### src/rtl/spi_bus_arbiter_if.sv
// Client-side and spi_master-side signals of the two-client SPI bus arbiter.
// The arbiter connects through the slave modport; clients and the SPI engine drive the master side.
interface spi_bus_arbiter_if;
    logic [1:0] req;
    logic [1:0] gnt;
    logic [1:0] start;
    logic [7:0] wdata0;
    logic [7:0] wdata1;
    logic [1:0] done;
    logic [7:0] rdata;
    logic       timeout_err;
    logic       spi_start;
    logic [7:0] spi_data_in;
    logic       spi_done;
    logic [7:0] spi_data_out;
    logic [1:0] spi_cs_n;

    modport master (
        output req, start, wdata0, wdata1, spi_done, spi_data_out,
        input  gnt, done, rdata, timeout_err, spi_start, spi_data_in, spi_cs_n
    );

    modport slave (
        input  req, start, wdata0, wdata1, spi_done, spi_data_out,
        output gnt, done, rdata, timeout_err, spi_start, spi_data_in, spi_cs_n
    );
endinterface

### src/rtl/spi_bus_arbiter.sv
// Round-robin owner of one spi_master byte engine shared by two clients, with
// chip-select setup/gap timing, byte start/done routing and an idle-owner watchdog.
module spi_bus_arbiter #(
    parameter int CS_SETUP = 2,
    parameter int CS_GAP   = 4,
    parameter int TIMEOUT  = 65535
) (
    input  logic             clk,
    input  logic             rst_n,
    spi_bus_arbiter_if.slave bus
);
    localparam int SETUP_W = $clog2(CS_SETUP + 1);
    localparam int GAP_W   = $clog2(CS_GAP + 1);
    localparam int WD_W    = (TIMEOUT > 0) ? $clog2(TIMEOUT + 1) : 1;

    localparam logic [SETUP_W-1:0] SETUP_LAST = SETUP_W'(CS_SETUP - 1);
    localparam logic [GAP_W-1:0]   GAP_LAST   = GAP_W'(CS_GAP - 1);
    localparam logic [WD_W-1:0]    WD_LAST    = WD_W'((TIMEOUT > 0) ? TIMEOUT - 1 : 0);

    typedef enum logic [1:0] {IDLE, SETUP, OWN, GAP} state_e;

    state_e             state_q;
    logic               owner_q;
    logic               rr_last_q;
    logic               inflight_q;
    logic [SETUP_W-1:0] setup_cnt_q;
    logic [GAP_W-1:0]   gap_cnt_q;
    logic [WD_W-1:0]    wd_cnt_q;
    logic [1:0]         gnt_q;
    logic [1:0]         cs_n_q;
    logic [1:0]         done_q;
    logic [7:0]         rdata_q;
    logic               spi_start_q;
    logic [7:0]         spi_data_in_q;
    logic               timeout_err_q;

    logic       winner_d;
    logic       owner_req;
    logic       owner_start;
    logic [7:0] owner_wdata;
    logic       wd_expire;

    // Both requesting: the client that did not win last time goes next.
    assign winner_d    = (bus.req == 2'b11) ? ~rr_last_q : bus.req[1];
    assign owner_req   = bus.req[owner_q];
    assign owner_start = bus.start[owner_q];
    assign owner_wdata = owner_q ? bus.wdata1 : bus.wdata0;
    assign wd_expire   = (TIMEOUT > 0) && (wd_cnt_q == WD_LAST);

    always_ff @(posedge clk or negedge rst_n) begin
        if (!rst_n) begin
            state_q       <= IDLE;
            owner_q       <= 1'b0;
            rr_last_q     <= 1'b1;
            inflight_q    <= 1'b0;
            setup_cnt_q   <= '0;
            gap_cnt_q     <= '0;
            wd_cnt_q      <= '0;
            gnt_q         <= 2'b00;
            cs_n_q        <= 2'b11;
            done_q        <= 2'b00;
            rdata_q       <= 8'h00;
            spi_start_q   <= 1'b0;
            spi_data_in_q <= 8'h00;
            timeout_err_q <= 1'b0;
        end else begin
            // NOTE: non-blocking assignments keep every register updating from pre-edge values.
            spi_start_q   <= 1'b0;
            done_q        <= 2'b00;
            timeout_err_q <= 1'b0;

            case (state_q)
                IDLE: begin
                    if (bus.req != 2'b00) begin
                        owner_q     <= winner_d;
                        rr_last_q   <= winner_d;
                        cs_n_q      <= winner_d ? 2'b01 : 2'b10;
                        setup_cnt_q <= '0;
                        state_q     <= SETUP;
                    end
                end

                SETUP: begin
                    if (setup_cnt_q == SETUP_LAST) begin
                        gnt_q    <= owner_q ? 2'b10 : 2'b01;
                        wd_cnt_q <= '0;
                        state_q  <= OWN;
                    end else begin
                        setup_cnt_q <= setup_cnt_q + SETUP_W'(1);
                    end
                end

                OWN: begin
                    if (inflight_q) begin
                        // A byte in flight always completes, even if req drops or the watchdog is due.
                        if (bus.spi_done) begin
                            done_q     <= owner_q ? 2'b10 : 2'b01;
                            rdata_q    <= bus.spi_data_out;
                            inflight_q <= 1'b0;
                            wd_cnt_q   <= '0;
                        end
                    end else if (!owner_req) begin
                        gnt_q     <= 2'b00;
                        cs_n_q    <= 2'b11;
                        gap_cnt_q <= '0;
                        state_q   <= GAP;
                    end else if (owner_start) begin
                        spi_start_q   <= 1'b1;
                        spi_data_in_q <= owner_wdata;
                        inflight_q    <= 1'b1;
                        wd_cnt_q      <= '0;
                    end else if (bus.spi_done) begin
                        wd_cnt_q <= '0;
                    end else if (wd_expire) begin
                        gnt_q         <= 2'b00;
                        cs_n_q        <= 2'b11;
                        gap_cnt_q     <= '0;
                        timeout_err_q <= 1'b1;
                        state_q       <= GAP;
                    end else if (TIMEOUT > 0) begin
                        wd_cnt_q <= wd_cnt_q + WD_W'(1);
                    end
                end

                GAP: begin
                    if (gap_cnt_q == GAP_LAST) begin
                        state_q <= IDLE;
                    end else begin
                        gap_cnt_q <= gap_cnt_q + GAP_W'(1);
                    end
                end

                default: state_q <= IDLE;
            endcase
        end
    end

    assign bus.gnt         = gnt_q;
    assign bus.spi_cs_n    = cs_n_q;
    assign bus.done        = done_q;
    assign bus.rdata       = rdata_q;
    assign bus.spi_start   = spi_start_q;
    assign bus.spi_data_in = spi_data_in_q;
    assign bus.timeout_err = timeout_err_q;
endmodule

### src/flat_wrapper.sv
// flat-port wrapper written by rule: the top's interface ports become plain ports
module spi_bus_arbiter_flat 
#(
    parameter int CS_SETUP = 2,
    parameter int CS_GAP   = 4,
    parameter int TIMEOUT  = 65535
)
  (clk, rst_n, bus_req, bus_start, bus_wdata0, bus_wdata1, bus_spi_done, bus_spi_data_out, bus_gnt, bus_done, bus_rdata, bus_timeout_err, bus_spi_start, bus_spi_data_in, bus_spi_cs_n);
  spi_bus_arbiter_if bus_i ();
  input  logic clk;
  input  logic rst_n;
  input wire logic [$bits(bus_i.req)-1:0] bus_req;
  input wire logic [$bits(bus_i.start)-1:0] bus_start;
  input wire logic [$bits(bus_i.wdata0)-1:0] bus_wdata0;
  input wire logic [$bits(bus_i.wdata1)-1:0] bus_wdata1;
  input wire logic [$bits(bus_i.spi_done)-1:0] bus_spi_done;
  input wire logic [$bits(bus_i.spi_data_out)-1:0] bus_spi_data_out;
  output wire logic [$bits(bus_i.gnt)-1:0] bus_gnt;
  output wire logic [$bits(bus_i.done)-1:0] bus_done;
  output wire logic [$bits(bus_i.rdata)-1:0] bus_rdata;
  output wire logic [$bits(bus_i.timeout_err)-1:0] bus_timeout_err;
  output wire logic [$bits(bus_i.spi_start)-1:0] bus_spi_start;
  output wire logic [$bits(bus_i.spi_data_in)-1:0] bus_spi_data_in;
  output wire logic [$bits(bus_i.spi_cs_n)-1:0] bus_spi_cs_n;
  assign bus_i.req = bus_req;
  assign bus_i.start = bus_start;
  assign bus_i.wdata0 = bus_wdata0;
  assign bus_i.wdata1 = bus_wdata1;
  assign bus_i.spi_done = bus_spi_done;
  assign bus_i.spi_data_out = bus_spi_data_out;
  assign bus_gnt = bus_i.gnt;
  assign bus_done = bus_i.done;
  assign bus_rdata = bus_i.rdata;
  assign bus_timeout_err = bus_i.timeout_err;
  assign bus_spi_start = bus_i.spi_start;
  assign bus_spi_data_in = bus_i.spi_data_in;
  assign bus_spi_cs_n = bus_i.spi_cs_n;
  spi_bus_arbiter #(.CS_SETUP(CS_SETUP), .CS_GAP(CS_GAP), .TIMEOUT(TIMEOUT)) u_core (.clk(clk), .rst_n(rst_n), .bus(bus_i));
endmodule
### config.mk
export PLATFORM = sky130hd
export DESIGN_NAME = spi_bus_arbiter_flat
export DESIGN_NICKNAME = d
export VERILOG_FILES = /design/src/rtl/spi_bus_arbiter_if.sv /design/src/rtl/spi_bus_arbiter.sv /design/src/flat_wrapper.sv
export SDC_FILE = /design/constraint.sdc
export NUM_CORES = 1
export LEC_CHECK = 0
export CAP_MARGIN = 40
export CORE_ASPECT_RATIO = 0.6
export CORE_MARGIN = 1.5
export CORE_UTILIZATION = 45
export CTS_BUF_LIST = sky130_fd_sc_hd__clkbuf_16
export DETAILED_ROUTE_END_ITERATION = 7
export HOLD_SLACK_MARGIN = 0.08
export PLACE_DENSITY = 0.74
export SLEW_MARGIN = 20
export SYNTH_ARGS = -nofsm -noshare
export SYNTH_HDL_FRONTEND = slang
export SYNTH_SLANG_ARGS = --single-unit
### constraint.sdc
create_clock -name clk -period 2.6 [get_ports clk]
set_clock_uncertainty 0.15 [all_clocks]
set_input_delay 0.52 -clock clk [delete_from_list [all_inputs] [get_ports clk]]
set_output_delay 0.52 -clock clk [all_outputs]
set_load 0.03 [all_outputs]
# ---- Word-level counts from Yosys, hierarchy flattened
# Index checks and enable logic that the tools add are counted.
dict set report totals {
  register_bits 50
}
dict set report op_classes {
  n_lt_le_gt_ge 1
  n_eq_ne 19
  n_mux 59
  addsub 3
  n_reduce_logical 15
  bitwise_logic 2
}
# op count
set op_table {}
lappend op_table {{$mux 16} 7}
lappend op_table {{$mux 2} 22}
lappend op_table {{$pmux 16 s2} 1}
lappend op_table {{$mux 3} 6}
lappend op_table {{$reduce_and 6->1} 3}
lappend op_table {{$mux 1} 17}
lappend op_table {{$add 16x1->16 const B} 1}
lappend op_table {{$eq 16x16->1 const B} 1}
lappend op_table {{$ne 3x3->1 const B} 4}
lappend op_table {{$pmux 2 s2} 3}
lappend op_table {{$reduce_bool 2->1} 5}
lappend op_table {{$mux 8} 1}
lappend op_table {{$pmux 2 s4} 1}
lappend op_table {{$reduce_and 7->1} 1}
lappend op_table {{$eq 2x2->1 const B} 3}
lappend op_table {{$ne 2x1->1 const B} 3}
lappend op_table {{$ne 2x2->1 const B} 3}
lappend op_table {{$pmux 3 s2} 1}
lappend op_table {{$reduce_and 3->1} 2}
lappend op_table {{$ne 5x5->1 const B} 1}
lappend op_table {{$reduce_and 5->1} 1}
lappend op_table {{$eq 2x1->1 const B} 2}
lappend op_table {{$reduce_and 4->1} 1}
lappend op_table {{$add 3x1->3 const B} 1}
lappend op_table {{7 further kinds} 8}

# ---- Depth between registers and ports, before layout
# Gate-level depths: netlist (run 1).
dict set report logic_depth {
  ltp_word 7
  ltp_mapped 9
  depth_no_buf 7
}

# ---- Worst setup path before layout (run 1)
# No wires, ideal clock.
dict set report synth_timing {
  kind {register to register}
  startpoint {reg u_core.state_q[0]}
  endpoint {reg u_core.wd_cnt_q[14]}
  path_slack_ns 0.345
  synth_period_minus_slack_ns 2.255
  required_time_ns 2.381
  arrival_ns 2.036
  stages_incl_launch_ff 10
  path_buffers 2
  path_cell_list {dfrtp_1 inv_1 ha_1 buf_2 nand2b_1 nor4b_4 o211ai_2 buf_6 or4_1 nand3_1}
}
dict set report synth_via {
  elab_chain_cells 3
  word_cells_on_any_way 9
}
# element line
set synth_rtl {}
lappend synth_rtl {{start: declaration} spi_bus_arbiter.sv:22} ;# state_e state_q;
lappend synth_rtl {{start signal: assignment} spi_bus_arbiter.sv:52} ;# state_q <= IDLE;
lappend synth_rtl {{start signal: assignment} spi_bus_arbiter.sv:79} ;# state_q <= SETUP;
lappend synth_rtl {{start signal: assignment} spi_bus_arbiter.sv:87} ;# state_q <= OWN;
lappend synth_rtl {{$eq 2x2->1 or $eq 2x1->1 (tied branches)} spi_bus_arbiter.sv:72} ;# case (state_q)
lappend synth_rtl {{$ne 5x5->1 (no source line), or another cell as far along} n/a}
lappend synth_rtl {{$reduce_and 5->1 (no source line)} n/a}
lappend synth_rtl {{end signal: assignment} spi_bus_arbiter.sv:121} ;# wd_cnt_q <= wd_cnt_q + WD_W'(1);
lappend synth_rtl {{end: declaration} spi_bus_arbiter.sv:28} ;# logic [WD_W-1:0] wd_cnt_q;
# Several ways; a longest one is shown, not always the timed one.
# A chain may end at the register's enable or synchronous reset.

# ---- Final worst setup path (run 1)
dict set report layout_timing {
  startpoint {in bus_start[1]}
  endpoint {reg u_core.wd_cnt_q[8]}
}
dict set report layout_via {
  elab_chain_cells 6
  word_cells_on_any_way 8
}
# element line
set layout_rtl {}
lappend layout_rtl {{start: declaration} flat_wrapper.sv:13} ;# input wire logic [$bits(bus_i.start)-1:0] bus_start;
lappend layout_rtl {{$mux 1 (implied by the code) (*) (2 in a row)} spi_bus_arbiter.sv:46} ;# assign owner_start = bus.start[owner_q];
lappend layout_rtl {{$mux 16} spi_bus_arbiter.sv:107} ;# end else if (owner_start) begin
lappend layout_rtl {{$mux 16} spi_bus_arbiter.sv:102} ;# end else if (!owner_req) begin
lappend layout_rtl {{$mux 16} spi_bus_arbiter.sv:94} ;# if (inflight_q) begin
lappend layout_rtl {{$pmux 16 s2} spi_bus_arbiter.sv:72}
# Every way passes the cells marked *; elsewhere a longest branch is shown, timed or not. The select of a mux whose other input is x is not followed.

==> results.sh, run 1 <==
export IMPL_ctsHoldBuffers=0
export IMPL_crit_path_dat_ps=2390
export IMPL_yosysMostFrequentCell="dfrtp_1"
export IMPL_num_antenna_cells=0
export IMPL_placed_area_um2=3360
export IMPL_synth_top_cells_by_area="dfrtp_1 (44%), mux2_2 (5.1%), ha_1 (4.2%), nand3_1 (3.6%), nand2_1 (3.3%)"
export IMPL_power_per_cell_area_nw_per_um2=1070
export IMPL_clkSlewWorstSetupHoldPaths_ps=70
export IMPL_cts_htree_levels=2
export IMPL_crit_path_start_kind="primary input"
export IMPL_routed_wire_length_um=6190
export IMPL_setup_violations=0
export IMPL_worst_ep_required_time_ps=2680
export IMPL_globalRouteTotalUtil_pct=20.6
export IMPL_antenna_left=0
export IMPL_syn_mean_instance_area_um2=10.2
export IMPL_rows=21
export IMPL_yosys_cell_types_count=47
export IMPL_wire_per_inst_um=15.2
export IMPL_vias=2260
export IMPL_cts_sinks=50
export IMPL_asr_flop_ratio_synth_pct=100
export IMPL_remaining_design_rule_violation_count=0
export IMPL_final_max_slew_violation_count=0
export IMPL_top_fanout_value_on_the_critical_path=6
export IMPL_synth_flop_cell="dfrtp_1"
export IMPL_global_route_wire_length_before_repair_um=10300
export IMPL_ys_warn_count=0
export IMPL_firstDrtPassIters=5
export IMPL_outcome="complete, no violations"
export IMPL_net_switching_power_uw=1480
export IMPL_pin_count_of_the_biggest_net_entering_global_routing=27
export IMPL_ir_worst_vdd_uv=447
export IMPL_die_height_um=62.5
export IMPL_synth_top_cell_by_area="dfrtp_1"
export IMPL_postCtsSetupBuffers=0
export IMPL_viasPerCell=5.55
export IMPL_timing_critical_path_to_type="flip-flop"
export IMPL_grt_overflow=0
export IMPL_start_util_pct=47.2
export IMPL_synth_seq_cells=50
export IMPL_fmax_ghz=0.433
export IMPL_post_route_min_period_ps=2310
export IMPL_netlist_area_um2=2660
export IMPL_clock_tree_buffer_depth=2
export IMPL_post_route_cells_drive_above_1_share_pct=14.7
export IMPL_hold_wc_path_type="in2async"
export IMPL_globalplace_congestion=0.830
export IMPL_floorplan_die_width_um=102
export IMPL_cts_resized_gates=0
export IMPL_grt_pass1_vias=2125
export IMPL_nNetsFinal=366
export IMPL_initial_antenna_violation_count=0
export IMPL_internal_power_uw=2280
export IMPL_final_hold_violation_count=0
export IMPL_floorplan_core_area_um2=5620
export IMPL_power_switching_share_pct=39.4
export IMPL_worst_skew_pair_late_latency_ps=290
export IMPL_area_delta_synth_final_pct=32.8
export IMPL_worst_pin_slew_ps=576
export IMPL_fp_dieArea_um2=6390
export IMPL_fillCellCount=481
export IMPL_slew_headroom_pct=61.6
export IMPL_cts_buffers_inserted=5
export IMPL_unrepaired_setup_endpoints_after_global_routing="false"
export IMPL_tritoncts="done"
export IMPL_detailedPlacementHpwl_um=4510
export IMPL_fin_crit_sh_pct=88.9
export IMPL_share_of_total_power_in_the_clock_network_pct=20.0
export IMPL_setup_tns_ps=0
export IMPL_synth_nets=301
export IMPL_multi_input_area_um2=1310
export IMPL_port_buffers=54
export IMPL_seq_power_share_pct=31.8
export IMPL_synth_top_cells_by_count="dfrtp_1 (47), nand2_1 (23), nand3_1 (19)"
export IMPL_share_of_yosys_cell_area_claimed_by_the_top_area_cell_type_pct=44.3
export IMPL_synth_edf_count=0
export IMPL_floorplan_io_pins=55
export IMPL_initialDrtViolationCount=151
export IMPL_timing_setup_critical_path_class="in2reg"
export IMPL_leakage_uw=0.00154
export IMPL_combinationalPowerShare_pct=48.2
export IMPL_synth_seq_area_share_pct=47.3
export IMPL_timing_max_cap_violations=0
export IMPL_synthCells=261
export IMPL_sequential_cell_area_um2=1250
export IMPL_final_area_um2=3520
export IMPL_clockRootBuffer="clkbuf_16"
logic make-up (layout without fill, tap and decap cells):
family	Yosys count	in the layout	share of synthesized area, %
flip-flops	50	50	47.3
multiplexers	21	21	8.67
AO/OA/AOI/OAI	62	62	15.6
adder cells (fa/ha/maj)	9	9	4.24
buffers and inverters	19	85	3.39
AND/OR/NAND/NOR	100	100	20.8
stage by stage:
stage                     hold WS, ps  setup slack, ps  power [uW]  instances  util (%)
final                            70.5              289        3760        407      62.7
after CTS                        95.0              300        3760        407      62.7
after detailed placement          330             3.61        3000        399      59.7
after floorplan                  74.4              345        2350        261         -
after global routing              122              154        3980        407      62.7
after global placement            326             29.8        2970        399      59.7
cell usage in the layout, fill, tap and decap left out, types with 2 or more instances in the layout:
master           count
a21boi_0             2
a21oi_1             11
a22o_1               3
a2bb2oi_1            2
a31oi_1             10
a41oi_1              2
and2_1               2
and3_1               6
and4_1               4
buf_4               14
clkbuf_16            5
clkdlybuf4s50_1     53
dfrtp_1             47
dfstp_2              3
ha_1                 9
inv_1                8
mux2_2              12
mux2i_1              8
nand2_1             23
nand2b_1             4
nand3_1             19
nand4_1              4
nor2_1              14
nor2b_1              3
nor3_1               4
nor3b_1              2
o211ai_1             3
o21ai_0             16
o2bb2ai_1            3
or2_2                2
or3_1                6
or4_1                3
routing by layer:
metal / share of wire, % / wire length, um / track usage (%)
met5: 0 / 0 / 0
met4: 1.2 / 76 / 5.31
met3: 6.8 / 423 / 4.14
met2: 41 / 2520 / 28.3
met1: 51 / 3170 / 32.5
power by group through the flow:
stage / Combinational, uW / Clock [uW] / Sequential, uW
floorplan: 881 / 0 / 1470
global placement: 1780 / 0 / 1200
detailed placement: 1790 / 0 / 1200
CTS: 1810 / 757 / 1200
global route: 1970 / 784 / 1230
finish: 1810 / 751 / 1200
sequential cells by signal (all words and copies together), names as in the netlist:
| name | flops |
|---|---|
| u_core.wd_cnt_q | 16 |
| u_core.bus.rdata | 8 |
| u_core.bus.spi_data_in | 8 |
| u_core.gap_cnt_q | 3 |
| u_core.bus.done | 2 |
| u_core.bus.gnt | 2 |
| u_core.bus.spi_cs_n | 2 |
| u_core.setup_cnt_q | 2 |
| u_core.state_q | 2 |
| u_core.bus.spi_start | 1 |
| u_core.bus.timeout_err | 1 |
| u_core.inflight_q | 1 |
| u_core.owner_q | 1 |
| u_core.rr_last_q | 1 |
critical path, stage by stage:
cell	delay [ps]
clkdlybuf4s50_1	440
mux2_4	300
nor4b_4	290
o211ai_2	210
or4_1	540
nand3_1	90
path summary, 6_finish.rpt:
kind / slack, ps / end / start / cells past startpoint
min: 70 / u_core.bus.spi_data_in[7]$_DFFE_PN0P_ / rst_n / 1
min reg2reg: 350 / u_core.gap_cnt_q[1]$_DFFE_PN0P_ / u_core.gap_cnt_q[1]$_DFFE_PN0P_ / 1
min in group clk: 350 / u_core.gap_cnt_q[1]$_DFFE_PN0P_ / u_core.gap_cnt_q[1]$_DFFE_PN0P_ / 1
max reg2reg: 350 / u_core.wd_cnt_q[1]$_DFFE_PN0P_ / u_core.setup_cnt_q[1]$_DFFE_PN0P_ / 7
max: 290 / u_core.wd_cnt_q[8]$_DFFE_PN0P_ / bus_start[1] / 6
max in group asynchronous: 1690 / u_core.bus.timeout_err$_DFF_PN0_ / rst_n / 2
cell type report:
cell class              instances  area share (%)
clock inverters                 3            1.24
clock buffers                   5            3.55
multi-input cells             192            37.2
repair buffers                 69            18.7
well taps                      80            2.84
inverters                       8           0.852
flip-flops and latches         50            35.6
Note: power is estimated with default switching activity, not from simulation.
==> inputs of run 2 (changes only) <==
- HOLD_SLACK_MARGIN: 0.08 -> default
==> results of run 2 <==
No change in the layout: final DEF, timing and power equal those of run 1.
==> inputs of run 3 (changes only) <==
- RECOVER_POWER: default -> 50
- clock period: 2.6 -> 2.54 ns (I/O delays scaled with it)
==> results.sh, run 3 (same netlist as run 1, synthesis figures left out) <==
export IMPL_worst_skew_pair_late_latency_ps=290
export IMPL_top_fanout_value_on_the_critical_path=7
export IMPL_worst_pin_slew_ps=1380
export IMPL_pin_count_of_the_biggest_net_entering_global_routing=27
export IMPL_most_common_cell_after_layout_fill_and_taps_aside="clkdlybuf4s50_1"
export IMPL_leakage_uw=0.00151
export IMPL_die_height_um=62.5
export IMPL_clock_tree_buffer_depth=2
export IMPL_fin_crit_sh_pct=90.8
export IMPL_timing_max_cap_violations=0
export IMPL_hold_wc_path_type="reg2reg"
export IMPL_largest_reg_flops=16
export IMPL_mostFrequentLayoutCells="clkdlybuf4s50_1 (53), dfrtp_1 (47), nand2_1 (23)"
export IMPL_cts_sinks=50
export IMPL_post_layout_total_power_uw=3830
export IMPL_vias=2232
export IMPL_post_route_min_period_ps=2310
export IMPL_unrepaired_setup_endpoints_after_global_routing="false"
export IMPL_global_route_wire_length_before_repair_um=10500
export IMPL_antenna_left=0
export IMPL_remaining_design_rule_violation_count=0
export IMPL_multi_input_area_um2=1310
export IMPL_floorplan_core_area_um2=5620
export IMPL_initial_antenna_violation_count=0
export IMPL_fmax_ghz=0.433
export IMPL_final_hold_violation_count=0
export IMPL_wire_per_inst_um=15.5
export IMPL_timing_critical_path_to_type="flip-flop"
export IMPL_worst_r2r_startpoint="u_core.owner_q$_DFFE_PN0P_"
export IMPL_outcome="complete, no violations"
export IMPL_fillCellCount=481
export IMPL_clkSlewWorstSetupHoldPaths_ps=70
export IMPL_initialDrtViolationCount=127
export IMPL_globalRouteTotalUtil_pct=21.1
export IMPL_setup_violations=0
export IMPL_port_buffers=54
export IMPL_area_delta_synth_final_pct=31.8
export IMPL_cts_resized_gates=0
export IMPL_crit_path_dat_ps=2390
export IMPL_routed_wire_length_um=6290
export IMPL_grt_overflow=0
export IMPL_floorplan_die_width_um=102
export IMPL_crit_path_start_kind="primary input"
export IMPL_start_util_pct=47.2
export IMPL_detailedPlacementHpwl_um=4590
export IMPL_crit_path_start="bus_start[0]"
export IMPL_placed_area_um2=3360
export IMPL_tritoncts="done"
export IMPL_num_antenna_cells=0
export IMPL_power_per_cell_area_nw_per_um2=1090
export IMPL_timing_setup_critical_path_class="in2reg"
export IMPL_ir_worst_vdd_uv=467
export IMPL_grt_pass1_vias=2055
export IMPL_post_route_cells_drive_above_1_share_pct=13.8
export IMPL_cts_buffers_inserted=5
export IMPL_floorplan_io_pins=55
export IMPL_rows=21
export IMPL_worst_ep_required_time_ps=2620
export IMPL_sequential_cell_area_um2=1250
export IMPL_globalplace_congestion=0.818
export IMPL_ctsHoldBuffers=0
export IMPL_clockRootBuffer="clkbuf_16"
export IMPL_firstDrtPassIters=4
export IMPL_viasPerCell=5.48
export IMPL_nNetsFinal=366
export IMPL_slew_headroom_pct=7.97
export IMPL_fp_dieArea_um2=6390
export IMPL_cts_htree_levels=2
export IMPL_postCtsSetupBuffers=0
export IMPL_worstHoldStart="u_core.gap_cnt_q[1]$_DFFE_PN0P_"
export IMPL_final_area_um2=3500
export IMPL_final_max_slew_violation_count=0
export IMPL_registers_top_by_ff_count="u_core.wd_cnt_q"
-- run 3: changes by cell type in the layout (fill, tap and decap cells not counted) --
cell	delta
buf_12	-1
buf_4	-3
inv_6	-1
clkinvlp_4	+2
clkbuf_2	+2
clkinv_2	-1
clkbuf_1	+3
buf_2	-1
-- run 3: cell type report --
| cell class | instances | share of cell area (%) |
|---|---|---|
| clock buffer | 5 | 3.58 |
| sequential | 50 | 35.9 |
| inverter | 8 | 0.858 |
| clock inverter | 3 | 1.29 |
| timing repair buffer | 69 | 18.1 |
| tap | 80 | 2.86 |
| multi-input combinational | 192 | 37.4 |
-- run 3: path summary, 6_finish.rpt --
path,to,slack (ps),cells after the start
min in group asynchronous,u_core.wd_cnt_q[5]$_DFFE_PN0P_,370,1
max in group asynchronous,u_core.gap_cnt_q[0]$_DFFE_PN0P_,580,2
hold reg to reg,u_core.gap_cnt_q[1]$_DFFE_PN0P_,350,1
setup / recovery,u_core.wd_cnt_q[10]$_DFFE_PN0P_,230,7
hold / removal,u_core.gap_cnt_q[1]$_DFFE_PN0P_,350,1
setup reg to reg,u_core.bus.spi_data_in[3]$_DFFE_PN0P_,250,7
-- run 3: stage by stage --
| stage | std cells | utilization (%) | setup TNS, ps | hold WS (ps) | setup slack [ps] |
|---|---|---|---|---|---|
| 5_1_grt | 407 | 62.2 | 0 | 372 | 80.5 |
| 4_1_cts | 407 | 62.7 | 0 | 105 | 246 |
| 3_5_place_dp | 399 | 59.7 | -169 | 333 | -53.8 |
| 6_report | 407 | 62.2 | 0 | 351 | 233 |
| 2_1_floorplan | 261 | - | 0 | 62.4 | 285 |
| 3_3_place_gp | 399 | 59.7 | -21.1 | 327 | -11.4 |
-- run 3: critical path: stages --
cell             delay, ps
clkdlybuf4s50_1        420
mux2_4                 310
nor4b_4                310
o211ai_2               210
buf_4                  190
or3_1                  340
nand3_1                 90
-- run 3: power by group --
part	leakage, uW	total (uW)	internal [uW]	switching (uW)
combinational	0.000799	1850	802	1040
sequential	0.000638	1230	1050	180
clock	0.0000760	757	464	293
-- run 3: layer usage --
layer	up-vias	GRT usage [%]	wire length (um)
met3	8	5.48	326
met5	-	0	0
met4	0	5.14	68
li1	1100	-	-
met1	1063	33.8	3260
met2	61	27.7	2640
